## config.mk

```make
export PLATFORM = sky130hd
export DESIGN_NAME = gol_sequencer_flat
export DESIGN_NICKNAME = d
export VERILOG_FILES = /design/src/rtl/gol_sequencer_if.sv /design/src/rtl/gol_sequencer.sv /design/src/flat_wrapper.sv
export SDC_FILE = /design/constraint.sdc
export NUM_CORES = 1
export LEC_CHECK = 0
export ABC_AREA = 1
export BUFFER_PORTS_ARGS = -buffer_cell sky130_fd_sc_hd__buf_4
export CORE_ASPECT_RATIO = 2
export CORE_MARGIN = 2
export CORE_UTILIZATION = 40
export DETAILED_ROUTE_END_ITERATION = 16
export PLACE_DENSITY = 0.68
export SLEW_MARGIN = 20
export SYNTH_ARGS = -nofsm -noshare
export SYNTH_HDL_FRONTEND = slang
export SYNTH_SLANG_ARGS = --single-unit
```

## constraint.sdc

```tcl
create_clock -name clk -period 2 [get_ports clk]
set_input_delay 0 -clock clk [delete_from_list [all_inputs] [get_ports clk]]
set_output_delay 0 -clock clk [all_outputs]
set_load 0.02 [all_outputs]
```

## src/rtl/gol_sequencer_if.sv

```systemverilog
// Host/engine signal bundle for the Game-of-Life run controller.
// The slave modport is the sequencer's view; master is the host + engine side.
interface gol_sequencer_if #(
  parameter int GRID_W = 64,
  parameter int GEN_W  = 16,
  parameter int DIV_W  = 8
);
  logic              start;
  logic [GRID_W-1:0] seed;
  logic [GEN_W-1:0]  max_gen;
  logic [DIV_W-1:0]  rate_div;
  logic              pause;
  logic              abort;
  logic              eng_load;
  logic [GRID_W-1:0] eng_seed;
  logic              eng_step;
  logic [GRID_W-1:0] eng_grid;
  logic              busy;
  logic              done;
  logic [2:0]        done_reason;
  logic [GEN_W-1:0]  gen_count;
  logic [GRID_W-1:0] grid_out;
  logic              grid_valid;

  modport slave (
    input  start, seed, max_gen, rate_div, pause, abort, eng_grid,
    output eng_load, eng_seed, eng_step, busy, done, done_reason,
           gen_count, grid_out, grid_valid
  );

  modport master (
    output start, seed, max_gen, rate_div, pause, abort, eng_grid,
    input  eng_load, eng_seed, eng_step, busy, done, done_reason,
           gen_count, grid_out, grid_valid
  );
endinterface

```

## src/rtl/gol_sequencer.sv

```systemverilog
// Run controller for the 8x8 Game-of-Life engine: loads a seed, paces single
// generation steps, captures each generation and detects run termination.
module gol_sequencer #(
  parameter int GRID_W = 64,
  parameter int GEN_W  = 16,
  parameter int DIV_W  = 8
) (
  input logic            clk,
  input logic            reset,
  gol_sequencer_if.slave bus
);

  typedef enum logic [2:0] {
    S_IDLE, S_LOAD, S_CAPTURE, S_WAIT, S_STEP, S_DONE
  } state_e;

  typedef enum logic [2:0] {
    R_NONE    = 3'd0,
    R_MAXGEN  = 3'd1,
    R_EXTINCT = 3'd2,
    R_STILL   = 3'd3,
    R_OSC2    = 3'd4,
    R_ABORT   = 3'd5
  } reason_e;

  state_e            state_q, state_d;
  reason_e           reason_q, reason_d;
  reason_e           halt_reason;
  logic [GRID_W-1:0] seed_q, seed_d;
  logic [GEN_W-1:0]  max_gen_q, max_gen_d;
  logic [DIV_W-1:0]  rate_div_q, rate_div_d;
  logic [DIV_W-1:0]  wait_cnt_q, wait_cnt_d;
  logic [GEN_W-1:0]  gen_count_q, gen_count_d;
  logic [GRID_W-1:0] prev1_q, prev1_d;
  logic [GRID_W-1:0] prev2_q, prev2_d;
  logic [GRID_W-1:0] grid_out_q, grid_out_d;
  logic              grid_valid_q, grid_valid_d;

  always_comb begin
    state_d      = state_q;
    reason_d     = reason_q;
    seed_d       = seed_q;
    max_gen_d    = max_gen_q;
    rate_div_d   = rate_div_q;
    wait_cnt_d   = wait_cnt_q;
    gen_count_d  = gen_count_q;
    prev1_d      = prev1_q;
    prev2_d      = prev2_q;
    grid_out_d   = grid_out_q;
    grid_valid_d = 1'b0;

    // Halt priority: extinction, still life, period-2, generation limit.
    halt_reason = R_NONE;
    if (bus.eng_grid == '0)
      halt_reason = R_EXTINCT;
    else if (gen_count_q != '0 && bus.eng_grid == prev1_q)
      halt_reason = R_STILL;
    else if (gen_count_q > GEN_W'(1) && bus.eng_grid == prev2_q)
      halt_reason = R_OSC2;
    else if (max_gen_q != '0 && gen_count_q == max_gen_q)
      halt_reason = R_MAXGEN;

    case (state_q)
      S_IDLE, S_DONE: begin
        if (bus.start) begin
          seed_d      = bus.seed;
          max_gen_d   = bus.max_gen;
          rate_div_d  = bus.rate_div;
          gen_count_d = '0;
          prev1_d     = '0;
          prev2_d     = '0;
          reason_d    = R_NONE;
          state_d     = S_LOAD;
        end
      end
      S_LOAD: begin
        state_d = S_CAPTURE;
        if (bus.abort) begin
          state_d  = S_DONE;
          reason_d = R_ABORT;
        end
      end
      S_CAPTURE: begin
        grid_out_d   = bus.eng_grid;
        grid_valid_d = 1'b1;
        if (bus.abort) begin
          state_d  = S_DONE;
          reason_d = R_ABORT;
        end else if (halt_reason != R_NONE) begin
          state_d  = S_DONE;
          reason_d = halt_reason;
        end else begin
          prev2_d    = prev1_q;
          prev1_d    = bus.eng_grid;
          wait_cnt_d = rate_div_q;
          state_d    = S_WAIT;
        end
      end
      S_WAIT: begin
        if (bus.abort) begin
          state_d  = S_DONE;
          reason_d = R_ABORT;
        end else if (!bus.pause) begin
          if (wait_cnt_q == '0) state_d = S_STEP;
          else                  wait_cnt_d = wait_cnt_q - 1'b1;
        end
      end
      S_STEP: begin
        if (gen_count_q != '1) gen_count_d = gen_count_q + 1'b1;
        state_d = S_CAPTURE;
        if (bus.abort) begin
          state_d  = S_DONE;
          reason_d = R_ABORT;
        end
      end
      default: state_d = S_IDLE;
    endcase
  end

  always_ff @(posedge clk) begin
    if (reset) begin
      state_q      <= S_IDLE;
      reason_q     <= R_NONE;
      seed_q       <= '0;
      max_gen_q    <= '0;
      rate_div_q   <= '0;
      wait_cnt_q   <= '0;
      gen_count_q  <= '0;
      prev1_q      <= '0;
      prev2_q      <= '0;
      grid_out_q   <= '0;
      grid_valid_q <= 1'b0;
    end else begin
      state_q      <= state_d;
      reason_q     <= reason_d;
      seed_q       <= seed_d;
      max_gen_q    <= max_gen_d;
      rate_div_q   <= rate_div_d;
      wait_cnt_q   <= wait_cnt_d;
      gen_count_q  <= gen_count_d;
      prev1_q      <= prev1_d;
      prev2_q      <= prev2_d;
      grid_out_q   <= grid_out_d;
      grid_valid_q <= grid_valid_d;
    end
  end

  assign bus.eng_load    = (state_q == S_LOAD);
  assign bus.eng_seed    = (state_q == S_LOAD) ? seed_q : '0;
  assign bus.eng_step    = (state_q == S_STEP);
  assign bus.busy        = (state_q == S_LOAD) || (state_q == S_CAPTURE) ||
                           (state_q == S_WAIT) || (state_q == S_STEP);
  assign bus.done        = (state_q == S_DONE);
  assign bus.done_reason = reason_q;
  assign bus.gen_count   = gen_count_q;
  assign bus.grid_out    = grid_out_q;
  assign bus.grid_valid  = grid_valid_q;

endmodule
```

## src/flat_wrapper.sv

```systemverilog
// flat-port wrapper written by rule: the top's interface ports become plain ports
module gol_sequencer_flat 
#(
  parameter int GRID_W = 64,
  parameter int GEN_W  = 16,
  parameter int DIV_W  = 8
)
  (clk, reset, bus_start, bus_seed, bus_max_gen, bus_rate_div, bus_pause, bus_abort, bus_eng_grid, bus_eng_load, bus_eng_seed, bus_eng_step, bus_busy, bus_done, bus_done_reason, bus_gen_count, bus_grid_out, bus_grid_valid);
  gol_sequencer_if #(.GRID_W(GRID_W), .GEN_W(GEN_W), .DIV_W(DIV_W)) bus_i ();
  input logic clk;
  input logic reset;
  input wire logic [$bits(bus_i.start)-1:0] bus_start;
  input wire logic [$bits(bus_i.seed)-1:0] bus_seed;
  input wire logic [$bits(bus_i.max_gen)-1:0] bus_max_gen;
  input wire logic [$bits(bus_i.rate_div)-1:0] bus_rate_div;
  input wire logic [$bits(bus_i.pause)-1:0] bus_pause;
  input wire logic [$bits(bus_i.abort)-1:0] bus_abort;
  input wire logic [$bits(bus_i.eng_grid)-1:0] bus_eng_grid;
  output wire logic [$bits(bus_i.eng_load)-1:0] bus_eng_load;
  output wire logic [$bits(bus_i.eng_seed)-1:0] bus_eng_seed;
  output wire logic [$bits(bus_i.eng_step)-1:0] bus_eng_step;
  output wire logic [$bits(bus_i.busy)-1:0] bus_busy;
  output wire logic [$bits(bus_i.done)-1:0] bus_done;
  output wire logic [$bits(bus_i.done_reason)-1:0] bus_done_reason;
  output wire logic [$bits(bus_i.gen_count)-1:0] bus_gen_count;
  output wire logic [$bits(bus_i.grid_out)-1:0] bus_grid_out;
  output wire logic [$bits(bus_i.grid_valid)-1:0] bus_grid_valid;
  assign bus_i.start = bus_start;
  assign bus_i.seed = bus_seed;
  assign bus_i.max_gen = bus_max_gen;
  assign bus_i.rate_div = bus_rate_div;
  assign bus_i.pause = bus_pause;
  assign bus_i.abort = bus_abort;
  assign bus_i.eng_grid = bus_eng_grid;
  assign bus_eng_load = bus_i.eng_load;
  assign bus_eng_seed = bus_i.eng_seed;
  assign bus_eng_step = bus_i.eng_step;
  assign bus_busy = bus_i.busy;
  assign bus_done = bus_i.done;
  assign bus_done_reason = bus_i.done_reason;
  assign bus_gen_count = bus_i.gen_count;
  assign bus_grid_out = bus_i.grid_out;
  assign bus_grid_valid = bus_i.grid_valid;
  gol_sequencer #(.GRID_W(GRID_W), .GEN_W(GEN_W), .DIV_W(DIV_W)) u_core (.clk(clk), .reset(reset), .bus(bus_i));
endmodule
```

# Yosys cells after proc, flatten, opt, wreduce, memory -nomap -nowiden
# Index checks and enable logic that the tools add are counted.
dict set report word_totals {
  input_bits 157
  out_inout_bits 152
  wordCells 94
  regBits 311
}
dict set report op_classes {
  eq_ne 20
  n_lt_le_gt_ge 1
  add_sub_neg 2
  n_mux 35
  reduce_logical 25
}
# operator count
set op_table {}
lappend op_table {{64-bit 2-to-1 mux} 6}
lappend op_table {{64-bit one-hot mux with 2 select lines} 2}
lappend op_table {{64-bit equality test} 2}
lappend op_table {{64-bit logical NOT} 1}
lappend op_table {{3-bit 2-to-1 mux} 14}
lappend op_table {{8-bit 2-to-1 mux} 5}
lappend op_table {{16-bit 2-to-1 mux} 2}
lappend op_table {{16-bit one-hot mux with 2 select lines} 1}
lappend op_table {{16-bit nonzero test} 2}
lappend op_table {{16-bit by 1-bit adder with 16-bit output, second input constant} 1}
lappend op_table {{16-bit equality test} 1}
lappend op_table {{16-bit by 1-bit > comparator with 1-bit output, second input constant} 1}
lappend op_table {{16-bit inequality test, second input constant} 1}
lappend op_table {{8-bit one-hot mux with 2 select lines} 1}
lappend op_table {{2-bit inequality test, second input constant} 6}
lappend op_table {{3-bit one-hot mux with 4 select lines} 1}
lappend op_table {{3-bit one-hot mux with 3 select lines} 1}
lappend op_table {{8-bit logical NOT} 1}
lappend op_table {{4-bit AND reduction} 2}
lappend op_table {{8-bit by 1-bit subtractor with 8-bit output, second input constant} 1}
lappend op_table {{3-bit by 2-bit equality test with 1-bit output, second input constant} 2}
lappend op_table {{3-bit equality test, second input constant} 2}
lappend op_table {{3-bit by 2-bit inequality test with 1-bit output, second input constant} 2}
lappend op_table {{3-bit AND reduction} 2}
lappend op_table {{13 further kinds} 23}

# Logic depth before layout (Yosys ltp)
# Gate-level depths: netlist of the first run.
dict set report depth {
  depth_word 10
  depth_mapped 17
  mapped_depth_nobuf 16
}

# Least setup slack after synthesis of the first run
# Ideal clock, no wire load.
dict set report synth_path {
  kind {reg2reg}
  start {register u_core.gen_count_q[0] (netlist: u_core.bus.gen_count[0])}
  end {register u_core.prev2_q[35]}
  setup_time_ns 0.116
  arrival_time_ns 1.919
  slack_ns -0.035
  required_ns 1.884
  stages_incl_launch_ff 15
  synth_period_minus_slack_ns 2.035
  path_buffers 2
  path_cell_list {dfxtp_1 -> inv_1 -> ha_1 -> nor2_1 -> nor2_2 -> nor2_1 -> nand3_2 -> nand4_2 -> nand2_4 -> nand2_4 -> inv_4 -> buf_12 -> buf_8 -> nor2_1 -> nor2_1}
}
dict set report synth_between {
  elab_chain_len 9
  elab_cells_between_ends 13
  cone_classes {order compare: 1; eq/ne: 2; mux: 4; reduce/logical: 6}
}
# element line_no
set synth_rtl {}
lappend synth_rtl {{start: declaration} gol_sequencer.sv:33} ;# logic [GEN_W-1:0] gen_count_q, gen_count_d;
lappend synth_rtl {{start signal: assignment} gol_sequencer.sv:140} ;# gen_count_q <= gen_count_d;
lappend synth_rtl {{parallel branches: the longest is 4 deep, another holds 16-bit by 1-bit > comparator with 1-bit output} --}
lappend synth_rtl {{3-bit 2-to-1 mux (*)} gol_sequencer.sv:56} ;# else if (gen_count_q != '0 && bus.eng_grid == prev1_q)
lappend synth_rtl {{3-bit 2-to-1 mux (*)} gol_sequencer.sv:54} ;# if (bus.eng_grid == '0)
lappend synth_rtl {{3-bit nonzero test (*)} gol_sequencer.sv:89} ;# end else if (halt_reason != R_NONE) begin
lappend synth_rtl {{2-bit inequality test (no line) (*)} --}
lappend synth_rtl {{4-bit AND reduction (no line) (*)} --}
lappend synth_rtl {{end signal: assignment} gol_sequencer.sv:142} ;# prev2_q <= prev2_d;
lappend synth_rtl {{end: declaration} gol_sequencer.sv:35} ;# logic [GRID_W-1:0] prev2_q, prev2_d;
# Mark *: on every way between the ends.
# A chain may end at the register's enable or synchronous reset.

# Final worst setup path of the first run
dict set report layout_path {
  start {register u_core.prev1_q[31]}
  end {register u_core.prev1_q[10]}
}
dict set report layout_between {
  elab_chain_len 7
}
# element line_no
set layout_rtl {}
lappend layout_rtl {{start: declaration} gol_sequencer.sv:34} ;# logic [GRID_W-1:0] prev1_q, prev1_d;
lappend layout_rtl {{start signal: assignment} gol_sequencer.sv:141} ;# prev1_q <= prev1_d;
lappend layout_rtl {{64-bit equality test} gol_sequencer.sv:56}
lappend layout_rtl {{1-bit logical AND} gol_sequencer.sv:56}
lappend layout_rtl {{3-bit 2-to-1 mux} gol_sequencer.sv:56}
lappend layout_rtl {{3-bit 2-to-1 mux} gol_sequencer.sv:54}
lappend layout_rtl {{3-bit nonzero test} gol_sequencer.sv:89}
lappend layout_rtl {{2-bit inequality test (no line)} --}
lappend layout_rtl {{4-bit AND reduction (no line)} --}
# No other way between the ends.

==> metrics.txt, run 1 <==
Rows 102; Worst Setup End Kind register; LEAKAGE 10.51 nW; Placed Area 0.01971 mm²; Core ar. 0.03867 mm²; final core utilization 0.6124; CTS tree done; via count 17,300; largest net degree at the start of global routing 94; HPWL after DPL 38,700 µm; Worst EP required 2.50 ns; crit path kind reg2reg; Overall Power 33.67 mW; Synth cell types 45; Slew Viols, Final 0; synthesized area 0.01565 mm²; worst-margin pin slew 0.5862 ns; Crit path max-delay family simple AND/OR/NAND/NOR gates; internal cell power 19.84 mW; max cap viols 0; Yosys top cell by area dfxtp_1; root buffer cell clkbuf_16; final hold violation count 0; setup_tns -27.55 ns; Starting DRT DRC Count 908; # DRC 0; drt pass-1 iters 5; crit path max fanout 15; Num CTS Buffers 29; PD cells 1422 mW/mm²; Worst EP arrival 2.77 ns; first-pass GRT wire length 84,930 µm; port buffer count 308; Layout Skew 0.02183 ns; cells after synthesis 2,358; gr ovfl total 0; initial antenna violation count 4; nets 3,143; unrepaired setup endpoints after global routing true; Slowest-stage cell, CP dfxtp_4; switch share 0.4107; synthesized flop and latch total 311; DIE AREA 0.04083 mm²; period utilization 1.138; Net Sw Power 13.83 mW; Placer Congestion 0.9273; fin area 0.02368 mm²; WHS 0.2059 ns; Synth Net Count 2,520; Die H 283.8 µm; Setup WS post-layout -0.2750 ns; clock sink total 311; Synth async-reset ratio 0; failing checks negative setup slack; antenna-violating nets left 0; CP bufs+invs 3; fill count 3,316; Die X 143.9 µm; Overall Global Routing Usage 0.2617; Worst-path clk slew 0.07 ns; Crit path largest cell delay 0.35 ns; Startpoint Class register; htree depth 1; vias in the first global route 16,990; Synth top area share 0.3977; Vias/cell 4.904; Max Fclk 439.6 MHz; Top-Level Pins 309; crit path cell chain xnor2_2 > nand4_1 > nor2_4 > nand2_2 > nor2_2 > buf_4 > nand2_4 > nand4_4 > nand2_4 > nand2_8 > buf_4 > clkbuf_16 > o21ai_0 > nor2_1; YS warnings 0; Layout area overhead 51.27%; Final Critical Period 2.275 ns; Peak supply drop 0.0009467 V; Initial Utilization 0.4048; Reg power frac 0.277; Mean Syn Cell Area 6.639 µm²; Hold Crit Class in2reg; Gate power share 0.535; main area contributors after synthesis dfxtp_1 (40%), nor2_1 (13%), nand2_1 (8.2%), inv_1 (7.3%), o21ai_0 (6.6%); Final setup viols 147; main flop type after synthesis dfxtp_1; clk buf depth 3; slew margin rel. 0.6092; clock share of power 0.187; DR WL/cell 16.32 µm; share of layout cells above drive strength 1 0.2985; Post-synth EDFFs 0; final wirelength 57,550 µm; Skew-Pair Late Insertion Delay 0.58 ns; Seq/Total Area, Yosys 0.3977; status finished with violations
Yosys cell counts (all sizes together), types with 2 or more instances:
master,n
nor2,627
xor2,34
a21oi,171
nand3,26
xnor2,49
buf,41
o21ai,236
nand2,345
a211oi,4
inv,368
nor4,4
ha,5
nand4,40
clkbuf,66
nor3,18
a21boi,2
dfxtp,311
or2,2
metrics by stage:
step	instances	setup slack [ns]
after floorplan	2358	0.003701
after CTS	3495	-0.1689
after detailed placement	3281	-0.3380
after global placement	3281	-0.2872
after global routing	3526	-0.3239
final	3527	-0.2750
worst reg2reg max path, delay by kind of cell, from the launching register on:
family          cells  cell delay (ns)
xor+xnor            1             0.12
buf+inv             3             0.48
flops               1             0.35
simple gates        9             1.18
compound gates      1             0.08
what timing repair did:
item                                    CTS  global route
endpoints found under the setup margin  208           268
endpoints found under the hold margin   235             0
pin swaps                                 8            31
setup buffers                             2            14
resized for setup                        77           197
hold buffers                            156             0
gates cloned                              4            14
routing by layer:
metal	wire, µm	global-route usage
met5	0	0
met4	3859	0.1480
met3	3455	0.04607
met2	30840	0.4998
met1	19390	0.2565
path summary, 6_finish.rpt:
kind                                         start              endpoint  slack, ns  cells past startpoint
worst max-delay path            u_core.prev1_q[31]    u_core.prev1_q[10]      -0.28                     14
worst min-delay path               bus_rate_div[1]  u_core.rate_div_q[1]       0.21                      4
worst max register to register  u_core.prev1_q[31]    u_core.prev1_q[10]      -0.28                     14
worst min register to register   u_core.seed_q[40]     u_core.seed_q[40]       0.46                      2
final cells by class:
class	instances	area [µm²]	share of cell area
tap	520	650.6	0.02748
sequential	311	6262	0.2645
timing repair buffer	695	6247	0.2638
inverter	369	1429	0.06034
multi-input combinational	1571	7968	0.3365
clock buffer	37	835.8	0.03530
antenna	5	12.51	0.0005284
timing repair inverter	4	35.03	0.001479
clock inverter	15	240.2	0.01014
state kept, by name, indices dropped and copies added, names as in the netlist:
name                    cells
u_core.bus.done_reason      3
u_core.bus.gen_count       16
u_core.bus.grid_out        64
u_core.bus.grid_valid       1
u_core.max_gen_q           16
u_core.prev1_q             64
u_core.prev2_q             64
u_core.rate_div_q           8
u_core.seed_q              64
u_core.state_q              3
u_core.wait_cnt_q           8
kinds of logic (layout without fill, tap and decap cells):
| kind of cell | count (synthesis) | in the layout | synth area share |
|---|---|---|---|
| AND/OR/NAND/NOR | 1065 | 1065 | 0.2874 |
| buffers and inverters | 476 | 1120 | 0.1286 |
| AO/OA/AOI/OAI | 417 | 417 | 0.1352 |
| flip-flops | 311 | 311 | 0.3977 |
| XOR/XNOR | 83 | 83 | 0.04644 |
| adder cells (fa/ha/maj) | 5 | 5 | 0.003996 |
| multiplexers | 1 | 1 | 0.0006395 |
| other | 0 | 5 | 0 |
power by group through the flow:
stage	clock network, mW	logic [mW]	registers (mW)
after floorplan	0	9.19	9.51
after global placement	0	13.7	9.27
after detailed placement	0	14.0	9.35
after CTS	6.44	15.5	9.26
after global routing	6.62	19.5	9.51
final	6.31	18.0	9.34
cells in the final DEF (no fill, tap or decap), types with 8 or more instances in the layout:
| cell type | n |
|---|---|
| buf_4 | 477 |
| nor2_1 | 465 |
| nand2_1 | 325 |
| inv_1 | 302 |
| dfxtp_1 | 290 |
| a21oi_1 | 169 |
| o21ai_0 | 158 |
| dlygate4sd3_1 | 156 |
| nor2_2 | 130 |
| o21ai_1 | 75 |
| inv_2 | 62 |
| xnor2_1 | 44 |
| nand4_1 | 39 |
| clkbuf_16 | 37 |
| xor2_1 | 33 |
| nor2_4 | 32 |
| buf_6 | 27 |
| nand3_1 | 20 |
| buf_12 | 19 |
| dfxtp_2 | 17 |
| nand2_2 | 11 |
| nand2_4 | 8 |
| nor3_1 | 8 |
| nor3_2 | 8 |
| clkbuf_8 | 8 |
| buf_16 | 8 |
No activity file was read; power rests on OpenSTA's default activity.
==> run 2, diff against run 1 <==
--- a/config.mk
+++ b/config.mk
@@ -11,4 +11,5 @@
 export CORE_MARGIN = 2
 export CORE_UTILIZATION = 40
+export CTS_CLUSTER_SIZE = 40
 export DETAILED_ROUTE_END_ITERATION = 16
 export PLACE_DENSITY = 0.68
==> constraint.sdc (replaced) <==
create_clock -name clk -period 2 [get_ports clk]
set_input_delay 0.3 -clock clk [delete_from_list [all_inputs] [get_ports clk]]
set_output_delay 0.3 -clock clk [all_outputs]
set_load 0.02 [all_outputs]
==> run 2 against run 1 <==
Effect of this change:
- the flow finishes with violations (negative hold slack, negative setup slack)
- largest power group unchanged
- cell count rose by 0.28%
- critical endpoint is now bus_eng_seed[34]
- sequential cell count did not move
- fmax fell by 1.4%
==> metrics.txt, run 2 (synthesized netlist as in run 1, its figures left out) <==
Final Critical Period 2.307 ns (+0.03168 ns); DP Worst Slack -0.4659 ns (-0.1279 ns); DIE AREA 0.04083 mm² (unchanged); htree depth 1 (unchanged); Initial Utilization 0.4048 (unchanged); slew margin rel. 0.4818 (-0.1273); Top-Level Pins 309 (unchanged); most frequent cells in the layout buf_4 (524), nor2_1 (434), nand2_1 (321); Skew-Pair Late Insertion Delay 0.59 ns (about the same); worst-margin pin slew 0.7772 ns (+0.1910 ns); Die X 143.9 µm (unchanged); Rows 102 (unchanged); LEAKAGE 10.69 nW (+1.7%); Setup WS post-layout -0.3067 ns (-0.03168 ns); largest net degree at the start of global routing 81 (-14%); Layout area overhead 54.14%; final hold violation count 1 (+1); failing checks negative hold slack, negative setup slack; drt pass-1 iters 6 (+1); Crit path largest cell delay 0.35 ns (about the same); Placer Congestion 0.9256 (-0.18%); via count 17,650 (+2.1%); # DRC 0 (unchanged); first-pass GRT wire length 85,000 µm (about the same); final wirelength 62,060 µm (+7.8%); Peak supply drop 0.001251 V (+32%); Worst-path clk slew 0.07 ns (about the same); Starting DRT DRC Count 841 (-7.4%); gr ovfl total 0 (unchanged); Vias/cell 4.991 (+1.8%); fill count 3,227 (-2.7%); PD cells 1477 mW/mm² (+3.9%); Max Fclk 433.5 MHz (-1.4%); Overall Global Routing Usage 0.2625 (+0.0007353); max cap viols 0 (unchanged); crit path cell chain nor2_4 > buf_6 > inv_4 > nor2_4 > inv_8 > clkbuf_16 > nor2_4 > buf_6; clk buf depth 3 (unchanged); Final setup viols 216 (+47%); share of layout cells above drive strength 1 0.3530 (+0.05457); Startpoint Class register; period utilization 1.153 (+0.01584); Worst EP required 1.70 ns (-0.80 ns); crit path kind reg2out; leading cell type in the layout, fill and taps excluded buf_4; unrepaired setup endpoints after global routing true; DR WL/cell 17.55 µm (+7.5%); nets 3,152 (+0.29%); Worst Setup End Kind primary output; Num CTS Buffers 30 (+3.4%); clock sink total 311 (unchanged); Slowest-stage cell, CP dfxtp_2; setup_tns -44.34 ns (-16.78 ns); Worst EP arrival 2.01 ns (-0.76 ns); Overall Power 35.63 mW (+5.8%); vias in the first global route 16,870 (-0.72%); HPWL after DPL 38,910 µm (+0.53%); Crit path max-delay family buffers and inverters; port buffer count 308 (unchanged); CTS tree done; antenna-violating nets left 0 (unchanged); Slew Viols, Final 0 (unchanged); initial antenna violation count 6 (+2); status finished with violations; Die H 283.8 µm (unchanged); root buffer cell clkbuf_16; crit path max fanout 8 (-7); cell repeated most along the worst path nor2_4; final core utilization 0.6240 (+0.01158); Hold Crit Class in2reg; Layout Skew 0.02501 ns (+0.003173 ns); Core ar. 0.03867 mm² (unchanged); WHS -0.005893 ns (-0.2118 ns); CP bufs+invs 5 (+2)
run 2: cell types whose count changed in the layout (fill, tap and decap cells not counted), sizes merged, moves of 2 or more:
cell | before | now
buf | 531 | 633
dlygate4sd3 | 156 | 61
clkbuf | 45 | 55
bufinv | 7 | 2
clkinv | 7 | 5
run 2: timing repair:
action | 4_1_cts | 5_1_grt
resized for setup | 127 | 355
hold buffers | 61 | 0
endpoints found under the setup margin | 215 | 308
hold endpoints to repair | 66 | 0
cloned | 9 | 16
pin swaps | 15 | 58
buffers inserted | 11 | 14
run 2: per-layer routing:
layer / routed length, µm / global-route usage / part of all wire
met3: 3895 / 0.04860 / 0.063
met2: 33020 / 0.5048 / 0.53
met5: 0 / 0 / 0
met4: 5316 / 0.1603 / 0.086
met1: 19830 / 0.2475 / 0.32
run 2: through the flow:
step           instance area, µm²  instances
6_report                    24130       3537
5_1_grt                     24130       3537
4_1_cts                     22710       3505
3_5_place_dp                20370       3371
3_3_place_gp                20370       3371
2_1_floorplan               15660       2358
run 2: cell type report:
class / count / area (µm²) / area share
antenna: 6 / 15.01 / 0.0006223
clock buffer: 45 / 908.4 / 0.03765
timing repair buffer: 704 / 6365 / 0.2638
timing repair inverter: 3 / 26.28 / 0.001089
inverter: 369 / 1415 / 0.05865
sequential: 311 / 6248 / 0.2590
clock inverter: 8 / 97.59 / 0.004045
tap: 520 / 650.6 / 0.02697
multi-input combinational: 1571 / 8402 / 0.3482
run 2: power breakdown:
part | total (mW) | switching, mW | internal [mW]
Clock | 5.95 | 2.58 | 3.38
Combinational | 20.3 | 11.3 | 9.02
Sequential | 9.35 | 1.24 | 8.11
run 2: worst paths after layout:
path,start,end,slack [ns],cells after the start
hold reg to reg,u_core.rate_div_q[7],u_core.rate_div_q[7],0.45,2
hold / removal,bus_max_gen[7],u_core.max_gen_q[7],-0.006,3
setup reg to reg,u_core.prev1_q[28],u_core.prev2_q[45],-0.28,14
setup / recovery,u_core.state_q[2],bus_eng_seed[34],-0.31,8
run 2: worst register-to-register path: cells and delay by family (launching register included):
| kind | cells | cell delay [ns] |
|---|---|---|
| buffers and inverters | 3 | 0.49 |
| XOR/XNOR | 1 | 0.13 |
| AO/OA/AOI/OAI | 1 | 0.09 |
| AND/OR/NAND/NOR | 9 | 1.14 |
| flip-flops | 1 | 0.35 |
